===== config.mk =====
export PLATFORM = sky130hd
export DESIGN_NAME = axi_lite_regs
export DESIGN_NICKNAME = d
export VERILOG_FILES = /design/src/rtl/axi_lite_pkg.sv /design/src/rtl/axi_lite_regs.sv
export SDC_FILE = /design/constraint.sdc
export NUM_CORES = 1
export LEC_CHECK = 0
export ABC_AREA = 1
export CELL_PAD_IN_SITES_DETAIL_PLACEMENT = 0
export CELL_PAD_IN_SITES_GLOBAL_PLACEMENT = 1
export CORE_MARGIN = 5
export CORE_UTILIZATION = 31
export CTS_BUF_LIST = sky130_fd_sc_hd__clkbuf_4 sky130_fd_sc_hd__clkbuf_8
export DETAILED_ROUTE_END_ITERATION = 6
export PLACE_DENSITY_LB_ADDON = 0.1
export SLEW_MARGIN = 20
export SYNTH_ARGS = -nofsm -noshare
export SYNTH_HDL_FRONTEND = slang
export SYNTH_SLANG_ARGS = --single-unit

===== constraint.sdc =====
create_clock -name clk -period 1.86 [get_ports clk]
set_input_delay 0.372 -clock clk [delete_from_list [all_inputs] [get_ports clk]]
set_output_delay 0.372 -clock clk [all_outputs]
set_load 0.03 [all_outputs]

===== src/rtl/axi_lite_pkg.sv =====
// Shared types and helpers for the AXI4-Lite register block.
package axi_lite_pkg;

    localparam logic [1:0] RESP_OKAY   = 2'b00;
    localparam logic [1:0] RESP_SLVERR = 2'b10;

    typedef enum logic [1:0] {
        W_IDLE,
        W_HAVE_ADDR,
        W_HAVE_DATA,
        W_RESP
    } wr_state_t;

    typedef enum logic {
        R_IDLE,
        R_RESP
    } rd_state_t;

    // Byte lanes with strb set take the new byte, the rest keep the old one.
    function automatic logic [31:0] merge_bytes(input logic [31:0] old_word,
                                                input logic [31:0] new_word,
                                                input logic [3:0]  strb);
        logic [31:0] merged;
        merged = old_word;
        for (int k = 0; k < 4; k++) begin
            if (strb[k]) merged[8*k +: 8] = new_word[8*k +: 8];
        end
        return merged;
    endfunction

endpackage


===== src/rtl/axi_lite_regs.sv =====
// AXI4-Lite responder: NUM_RW control registers followed by NUM_RO status words.
// Independent write and read channels, one outstanding transaction each.
module axi_lite_regs
    import axi_lite_pkg::*;
#(
    parameter int unsigned NUM_RW     = 8,
    parameter int unsigned NUM_RO     = 4,
    parameter int unsigned ADDR_WIDTH = 12
) (
    input  logic                   clk,
    input  logic                   rst_n,
    input  logic [31:0]            AWADDR,
    input  logic [2:0]             AWPROT,
    input  logic                   AWVALID,
    output logic                   AWREADY,
    input  logic [31:0]            WDATA,
    input  logic [3:0]             WSTRB,
    input  logic                   WVALID,
    output logic                   WREADY,
    output logic [1:0]             BRESP,
    output logic                   BVALID,
    input  logic                   BREADY,
    input  logic [31:0]            ARADDR,
    input  logic [2:0]             ARPROT,
    input  logic                   ARVALID,
    output logic                   ARREADY,
    output logic [31:0]            RDATA,
    output logic [1:0]             RRESP,
    output logic                   RVALID,
    input  logic                   RREADY,
    output logic [32*NUM_RW-1:0]   ctrl_o,
    output logic [NUM_RW-1:0]      wr_pulse_o,
    input  logic [32*NUM_RO-1:0]   status_i
);

    localparam int unsigned IDX_W = ADDR_WIDTH - 2;
    localparam logic [IDX_W-1:0] RW_END = IDX_W'(NUM_RW);
    localparam logic [IDX_W-1:0] RO_END = IDX_W'(NUM_RW + NUM_RO);

    wr_state_t        r_wstate, w_wstate_d;
    rd_state_t        r_rstate, w_rstate_d;
    logic [IDX_W-1:0] r_awidx;
    logic [31:0]      r_wdata;
    logic [3:0]       r_wstrb;
    logic             r_awready, r_wready, r_arready;
    logic [1:0]       r_bresp, r_rresp;
    logic [31:0]      r_rdata;
    logic [31:0]      r_ctrl [NUM_RW];
    logic [NUM_RW-1:0] r_wr_pulse;

    logic             w_aw_hs, w_w_hs, w_ar_hs, w_commit;
    logic [IDX_W-1:0] w_cm_idx, w_ar_idx;
    logic [31:0]      w_cm_data, w_rd_data;
    logic [3:0]       w_cm_strb;
    logic [1:0]       w_rd_resp;
    logic             w_unused;

    // Protection bits, byte offset and upper address bits carry no meaning here.
    assign w_unused = ^{AWPROT, ARPROT, AWADDR[31:ADDR_WIDTH], AWADDR[1:0],
                        ARADDR[31:ADDR_WIDTH], ARADDR[1:0]};

    assign w_aw_hs  = AWVALID & r_awready;
    assign w_w_hs   = WVALID & r_wready;
    assign w_ar_hs  = ARVALID & r_arready;
    assign w_ar_idx = ARADDR[ADDR_WIDTH-1:2];

    // Commit operands come from the holding register or straight from the bus.
    assign w_cm_idx  = (r_wstate == W_HAVE_ADDR) ? r_awidx : AWADDR[ADDR_WIDTH-1:2];
    assign w_cm_data = (r_wstate == W_HAVE_DATA) ? r_wdata : WDATA;
    assign w_cm_strb = (r_wstate == W_HAVE_DATA) ? r_wstrb : WSTRB;

    // Write FSM next state and commit strobe.
    always_comb begin
        w_wstate_d = r_wstate;
        w_commit   = 1'b0;
        case (r_wstate)
            W_IDLE: begin
                if (w_aw_hs && w_w_hs) begin
                    w_wstate_d = W_RESP;
                    w_commit   = 1'b1;
                end else if (w_aw_hs) begin
                    w_wstate_d = W_HAVE_ADDR;
                end else if (w_w_hs) begin
                    w_wstate_d = W_HAVE_DATA;
                end
            end
            W_HAVE_ADDR: begin
                if (w_w_hs) begin
                    w_wstate_d = W_RESP;
                    w_commit   = 1'b1;
                end
            end
            W_HAVE_DATA: begin
                if (w_aw_hs) begin
                    w_wstate_d = W_RESP;
                    w_commit   = 1'b1;
                end
            end
            W_RESP: begin
                if (BREADY) w_wstate_d = W_IDLE;
            end
            default: w_wstate_d = W_IDLE;
        endcase
    end

    // Read FSM next state and response lookup.
    always_comb begin
        w_rstate_d = r_rstate;
        w_rd_data  = '0;
        w_rd_resp  = RESP_SLVERR;
        case (r_rstate)
            R_IDLE:  if (w_ar_hs) w_rstate_d = R_RESP;
            R_RESP:  if (RREADY) w_rstate_d = R_IDLE;
            default: w_rstate_d = R_IDLE;
        endcase
        if (w_ar_idx < RW_END) begin
            w_rd_resp = RESP_OKAY;
            for (int i = 0; i < NUM_RW; i++) begin
                if (w_ar_idx == IDX_W'(i)) w_rd_data = r_ctrl[i];
            end
        end else if (w_ar_idx < RO_END) begin
            w_rd_resp = RESP_OKAY;
            for (int j = 0; j < NUM_RO; j++) begin
                if (w_ar_idx == IDX_W'(NUM_RW + j)) w_rd_data = status_i[32*j +: 32];
            end
        end
    end

    // State, ready flags and response registers; readies follow the next state.
    always_ff @(posedge clk or negedge rst_n) begin
        if (!rst_n) begin
            r_wstate  <= W_IDLE;
            r_rstate  <= R_IDLE;
            r_awready <= 1'b0;
            r_wready  <= 1'b0;
            r_arready <= 1'b0;
            r_bresp   <= RESP_OKAY;
            r_rresp   <= RESP_OKAY;
            r_rdata   <= '0;
        end else begin
            r_wstate  <= w_wstate_d;
            r_rstate  <= w_rstate_d;
            r_awready <= (w_wstate_d == W_IDLE) || (w_wstate_d == W_HAVE_DATA);
            r_wready  <= (w_wstate_d == W_IDLE) || (w_wstate_d == W_HAVE_ADDR);
            r_arready <= (w_rstate_d == R_IDLE);
            if (w_commit) r_bresp <= (w_cm_idx < RW_END) ? RESP_OKAY : RESP_SLVERR;
            if (w_ar_hs) begin
                r_rdata <= w_rd_data;
                r_rresp <= w_rd_resp;
            end
        end
    end

    // Holding registers for whichever of AW/W arrives first.
    always_ff @(posedge clk or negedge rst_n) begin
        if (!rst_n) begin
            r_awidx <= '0;
            r_wdata <= '0;
            r_wstrb <= '0;
        end else begin
            if (w_aw_hs) r_awidx <= AWADDR[ADDR_WIDTH-1:2];
            if (w_w_hs) begin
                r_wdata <= WDATA;
                r_wstrb <= WSTRB;
            end
        end
    end

    // Control register update and per-register write strobe.
    always_ff @(posedge clk or negedge rst_n) begin
        if (!rst_n) begin
            for (int i = 0; i < NUM_RW; i++) r_ctrl[i] <= '0;
            r_wr_pulse <= '0;
        end else begin
            for (int i = 0; i < NUM_RW; i++) begin
                r_wr_pulse[i] <= 1'b0;
                if (w_commit && (w_cm_idx == IDX_W'(i))) begin
                    r_ctrl[i]     <= merge_bytes(r_ctrl[i], w_cm_data, w_cm_strb);
                    r_wr_pulse[i] <= |w_cm_strb;
                end
            end
        end
    end

    // Flatten the control array onto the output bus.
    always_comb begin
        ctrl_o = '0;
        for (int i = 0; i < NUM_RW; i++) ctrl_o[32*i +: 32] = r_ctrl[i];
    end

    assign AWREADY    = r_awready;
    assign WREADY     = r_wready;
    assign ARREADY    = r_arready;
    assign BVALID     = (r_wstate == W_RESP);
    assign BRESP      = r_bresp;
    assign RVALID     = (r_rstate == R_RESP);
    assign RDATA      = r_rdata;
    assign RRESP      = r_rresp;
    assign wr_pulse_o = r_wr_pulse;

endmodule


==> flow_summary.toml <==
[placed_design]
hpwlAfterDp_um = 58200
place.gp.congestion = 0.979
post-place-ws_ps = -876
placed_area_sq_um = 24100
portBuffers = 493

[global_route]
grt_max_degree = 86
first_global_vias = 16600
gr-usage-met2_pct = 38.9
grt_overflow_total = 0
grt_use_met3_pct = 6.95
globalRouteMet1Util_pct = 33.7
grt_pass1_wl_um = 112000
antenna_found_initial = 2
grtUsageTotal_pct = 24.7
gr-max-usage-layer = "met2"

[pwr]
internal_power_w = 0.0167
seqPwrFrac_pct = 35.8
p_per_area_nw_per_um2 = 994
switching_share_pct = 38.2
p_leak_nw = 12.1
finalPower_w = 0.0270
p_comb_share_pct = 36.3
switching_power_w = 0.0103
clkPwrFrac_pct = 27.9
peakVddDrop_mv = 0.825

[cells_and_area]
final_common_cell = "nand2_1"
drive_gt1_share_pct = 30.3
area_growth_pct = 63.0
final_area_sq_um = 27200
fillers = 5130
nNetsFinal = 3008
layout_common_cells = "nand2_1 (470), dfrtp_1 (346), clkdlybuf4s15_2 (234)"
register_area_sq_um = 8760
multiInputGateArea_sq_um = 7920

[timing]
worst_pin_slew_ps = 616
hold_slack_ps = 155
period_share_pct = 109
period_needed_ps = 2030
setup_violations = 213
setup_tns_ps = -17620
hold_viol = 0
relSlewSlack_pct = 59.0
fin_ws_ps = -166
fmax_mhz = 494
drv_slew = 0
fin_skew_ps = 21.6
grt_setup_unrepaired = "true"

[floorplan]
fp.dieArea_sq_um = 58500
initial_core_util_pct = 31.1
ios = 546
die_w_um = 242
die_h_um = 242
num_rows = 85
core_sq_um = 53600

[yosys]
synth-adder-area-share_pct = 0
synthMuxAreaShare_pct = 0.135
syn_inst = 2061
ys_ff_latch = 350
synth_top_family_by_area = "simple AND/OR/NAND/NOR gates"
synth_warnings = 0
synth_xor_area_share_pct = 0
synth-seq-area-share_pct = 52.5
netlist_area_sq_um = 16700
synth.distinct_cells = 34
yosys.area_share.simple_pct = 28.2
synth_compound_area_share_pct = 13.5
synth_area_per_cell_sq_um = 8.09

[worst_hold_path]
hold_class = "in2async"

[worst_setup_path]
end_kind = "flip-flop"
path_class = "reg2reg"
crit_fanout = 8
cp_data_required_time_ps = 2410
arrival_ps = 2570
cp-start-kind = "flip-flop"

[clock_tree]
cts_buffers = 61
clkTransAtPathRegs_ps = 70
cts_tree = "built"
clock_latency_ps = 670
cts-root-to-sink-buffers = 3
cts_sinks = 350
htreeDepth = 2
cts_root_buf = "clkbuf_8"

[status]
outcome = "finished with violations"
violations = "setup timing"

[routing]
routed_wl_um = 75700
post_drt_wl_per_cell_um = 21.6
antenna_left = 0
vias_per_cell = 4.83
dr_total_vias = 17000
drt_iter0_drc = 1091
firstDrtPassIters = 5
drc_errors = 0

[flow_run]
maxCapViolCount = 0
==> power groups by stage <==
stage	clock, W	combinational, W	sequential (W)
after floorplan	0	0.00281	0.0109
after global placement	0	0.00891	0.00972
after detailed placement	0	0.00898	0.00977
after CTS	0.00776	0.00931	0.00965
after global routing	0.00808	0.0105	0.00983
final	0.00754	0.00981	0.00968
==> Yosys cell counts, drive strengths merged <==
| library cell | count | share of area [%] |
|---|---|---|
| nor4 | 3 | 0.19 |
| or2 | 23 | 0.86 |
| nor3 | 6 | 0.24 |
| a211oi | 1 | 0.045 |
| o22ai | 2 | 0.075 |
| nand3 | 160 | 4.8 |
| nor2 | 193 | 4.9 |
| and2 | 24 | 0.90 |
| buf | 34 | 1.1 |
| and3 | 1 | 0.038 |
| nand2 | 597 | 14 |
| nand4 | 68 | 2.6 |
| clkinv | 1 | 0.022 |
| nand3b | 2 | 0.090 |
| clkbuf | 70 | 1.6 |
| dfrtp | 350 | 53 |
| mux2 | 2 | 0.14 |
| nor3b | 1 | 0.11 |
| o21a | 92 | 4.1 |
| conb | 1 | 0.022 |
| o21ai | 253 | 7.7 |
| a21oi | 51 | 1.6 |
| inv | 126 | 2.8 |
==> area by class of cell <==
cell class	instances	area share, %
tap	696	3.20
clock buffer	98	4.57
sequential	350	32.2
inverter	127	1.79
antenna	1	0.00920
clock inverter	11	0.212
multi-input combinational	1484	29.1
timing repair buffer	743	28.9
==> path summary, 6_finish.rpt <==
path                                           end              startpoint  cells after the start  slack [ps]
min in group clk              RRESP[1]$_DFFE_PN0P_               ARADDR[5]                      4         270
setup reg to reg            ctrl_o[53]$_DFFE_PN0P_   r_wstate[1]$_DFF_PN0_                     11        -170
hold reg to reg             r_awidx[8]$_DFFE_PN0P_  r_awidx[8]$_DFFE_PN0P_                      2         480
max in group asynchronous   ctrl_o[59]$_DFFE_PN0P_                   rst_n                      3         890
hold / removal             ctrl_o[206]$_DFFE_PN0P_                   rst_n                      2         150
setup / recovery            ctrl_o[53]$_DFFE_PN0P_   r_wstate[1]$_DFF_PN0_                     11        -170
==> layer usage <==
layer,vias to the layer above,part of all wire [%]
li1,8235,-
met1,8089,44
met2,540,46
met3,90,7.6
met4,0,2.3
met5,-,0
==> cells by family (layout without fill, tap and decap cells) <==
logic type | Yosys count | count (layout)
buf+inv | 231 | 979
simple gates | 1078 | 1081
mux | 2 | 2
flops | 350 | 350
compound gates | 399 | 399
other cells | 1 | 3
==> registers in the layout, indices dropped and copies added (netlist names), 2 cells and up <==
| register | count |
|---|---|
| ctrl_o | 256 |
| r_wdata | 32 |
| RDATA | 32 |
| wr_pulse_o | 8 |
| r_wstrb | 4 |
| r_awidx | 10 |
| r_wstate | 2 |
==> worst max-delay path, cell delays in order (launching register included) <==
cell and delay (ps):
dfrtp_1 420, inv_4 140, nand2_8 100, o21ai_4 180, nand2_2 100, nor3b_4 200
buf_6 190, nand2_8 100, nor2_4 190, buf_12 150, nand2_1 50, o21a_1 90
==> through the flow <==
stage,utilization [%],std cells
2_1_floorplan,-,2062
3_3_place_gp,44.9,3349
3_5_place_dp,44.9,3349
4_1_cts,48.9,3483
5_1_grt,50.7,3510
6_report,50.7,3510
==> timing repair <==
item | in CTS | in global routing
endpoints found under the hold margin | 303 | 0
setup endpoints to repair | 564 | 321
gates resized for setup | 965 | 279
pin swaps | 23 | 25
hold buffers | 1 | 0
cloned | 7 | 11
buffers inserted | 18 | 17
Power figures use the tool's default switching activity.
==> variant (same settings) <==
Set the parameter `ADDR_WIDTH` to 11 (it was 12).
--- a/src/rtl/axi_lite_regs.sv
+++ b/src/rtl/axi_lite_regs.sv
@@ -5,7 +5,7 @@
 #(
     parameter int unsigned NUM_RW     = 8,
     parameter int unsigned NUM_RO     = 4,
-    parameter int unsigned ADDR_WIDTH = 12
+    parameter int unsigned ADDR_WIDTH = 11
 ) (
     input  logic                   clk,
     input  logic                   rst_n,
Function: changed (a bounded check fails within 4 cycles, from zero or initial values and one cycle with rst_n low).
==> variant against the original RTL <==
The run still ends with setup timing left; utilization is 0.077 points higher; synthesized area is 8.5% higher; setup slack better by 0.015 ns; clock skew is 0.018 ns higher; total power is 15% higher; final area is 8.0% higher; non-clock buffer count is 9 higher; global-route usage is 0.92 points higher; critical path depth stayed put; maximum frequency is 0.75% higher; first-iteration DRC count is 37% higher; wire length is 16% higher; sequential cell count is 1 lower; critical endpoint is now ctrl_o[77]; largest power group unchanged.
==> variant: results (changes against the original RTL) <==
- CTS buffer count: 69 (+13%)
- Failing checks: setup timing
- Setup TNS: -25.33 ns (-7.71 ns)
- Hold slack: 0.193 ns (+0.0380 ns)
- Final-layout clock-cell area share: 0.0481 (+0.000290)
- Synth area leaders: dfrtp_1 (48%), nand2_1 (12%), inv_1 (9.4%)
- Synth Area in Compound Gates: 0.133 (-0.00278)
- Starting Density: 0.313 (+0.00202)
- Buffers excl. clock: 752 (+1.2%)
- Initial DRC Count: 1492 (+37%)
- Slew headroom: 0.581 (-0.00839)
- Fin cells: 3943 (+12%)
- Setup violators final: 256 (+20%)
- Final GP Congestion: 0.924 (-5.6%)
- Non-clock buffering overhead: 0.272 (-0.0168)
- DP Cell Count: 3749 (+12%)
- Placed Area: 0.0255 mm2 (+5.7%)
- Cell Area, Synth: 0.0181 mm2 (+8.5%)
- Nets: 3370 (+12%)
- Vias in the first global route: 17600 (+6.2%)
- First-pass GRT wire length: 122000 um (+9.6%)
- Synth top cells by count: nand2_1 (564), inv_1 (452), dfrtp_1 (349)
- Critical R2R Capture: ctrl_o[77]
- Sequential cell area: 0.00874 mm2 (-0.24%)
- Worst Setup Slack, final: -0.151 ns (+0.0152 ns)
- Largest net degree at the start of global routing: 73 (-15%)
- Status: finished, violations left
- Peak VDD IR: 1.04 mV (+27%)
- Seq/Total Area, Yosys: 0.482 (-0.0427)
- I/O Buffers: 491 (-0.41%)
variant: timing repair:
action / in CTS / in global routing
hold buffers: 1 / 0
cloned: 8 / 19
buffers inserted: 15 / 31
pin swaps: 16 / 37
endpoints found under the setup margin: 578 / 302
gates resized for setup: 847 / 296
hold endpoints to repair: 331 / 0
variant: worst max-delay path by stage:
stage / start / endpoint / depth (start not counted)
after global routing: r_wstate[1] / ctrl_o[114] / 11
final: r_wstate[1] / ctrl_o[77] / 11
after global placement: ARADDR[7] / RDATA[8] / 12
after CTS: r_wstate[1] / BVALID / 4
after detailed placement: ARADDR[9] / RDATA[28] / 12
after floorplan: r_wstate[1] / ctrl_o[22] / 11
variant: routing by layer:
layer,up-vias,part of all wire,track usage
met3,102,0.092,0.0777
li1,9082,-,-
met5,-,0,0
met4,0,0.019,0.0564
met2,693,0.45,0.398
met1,9136,0.43,0.354
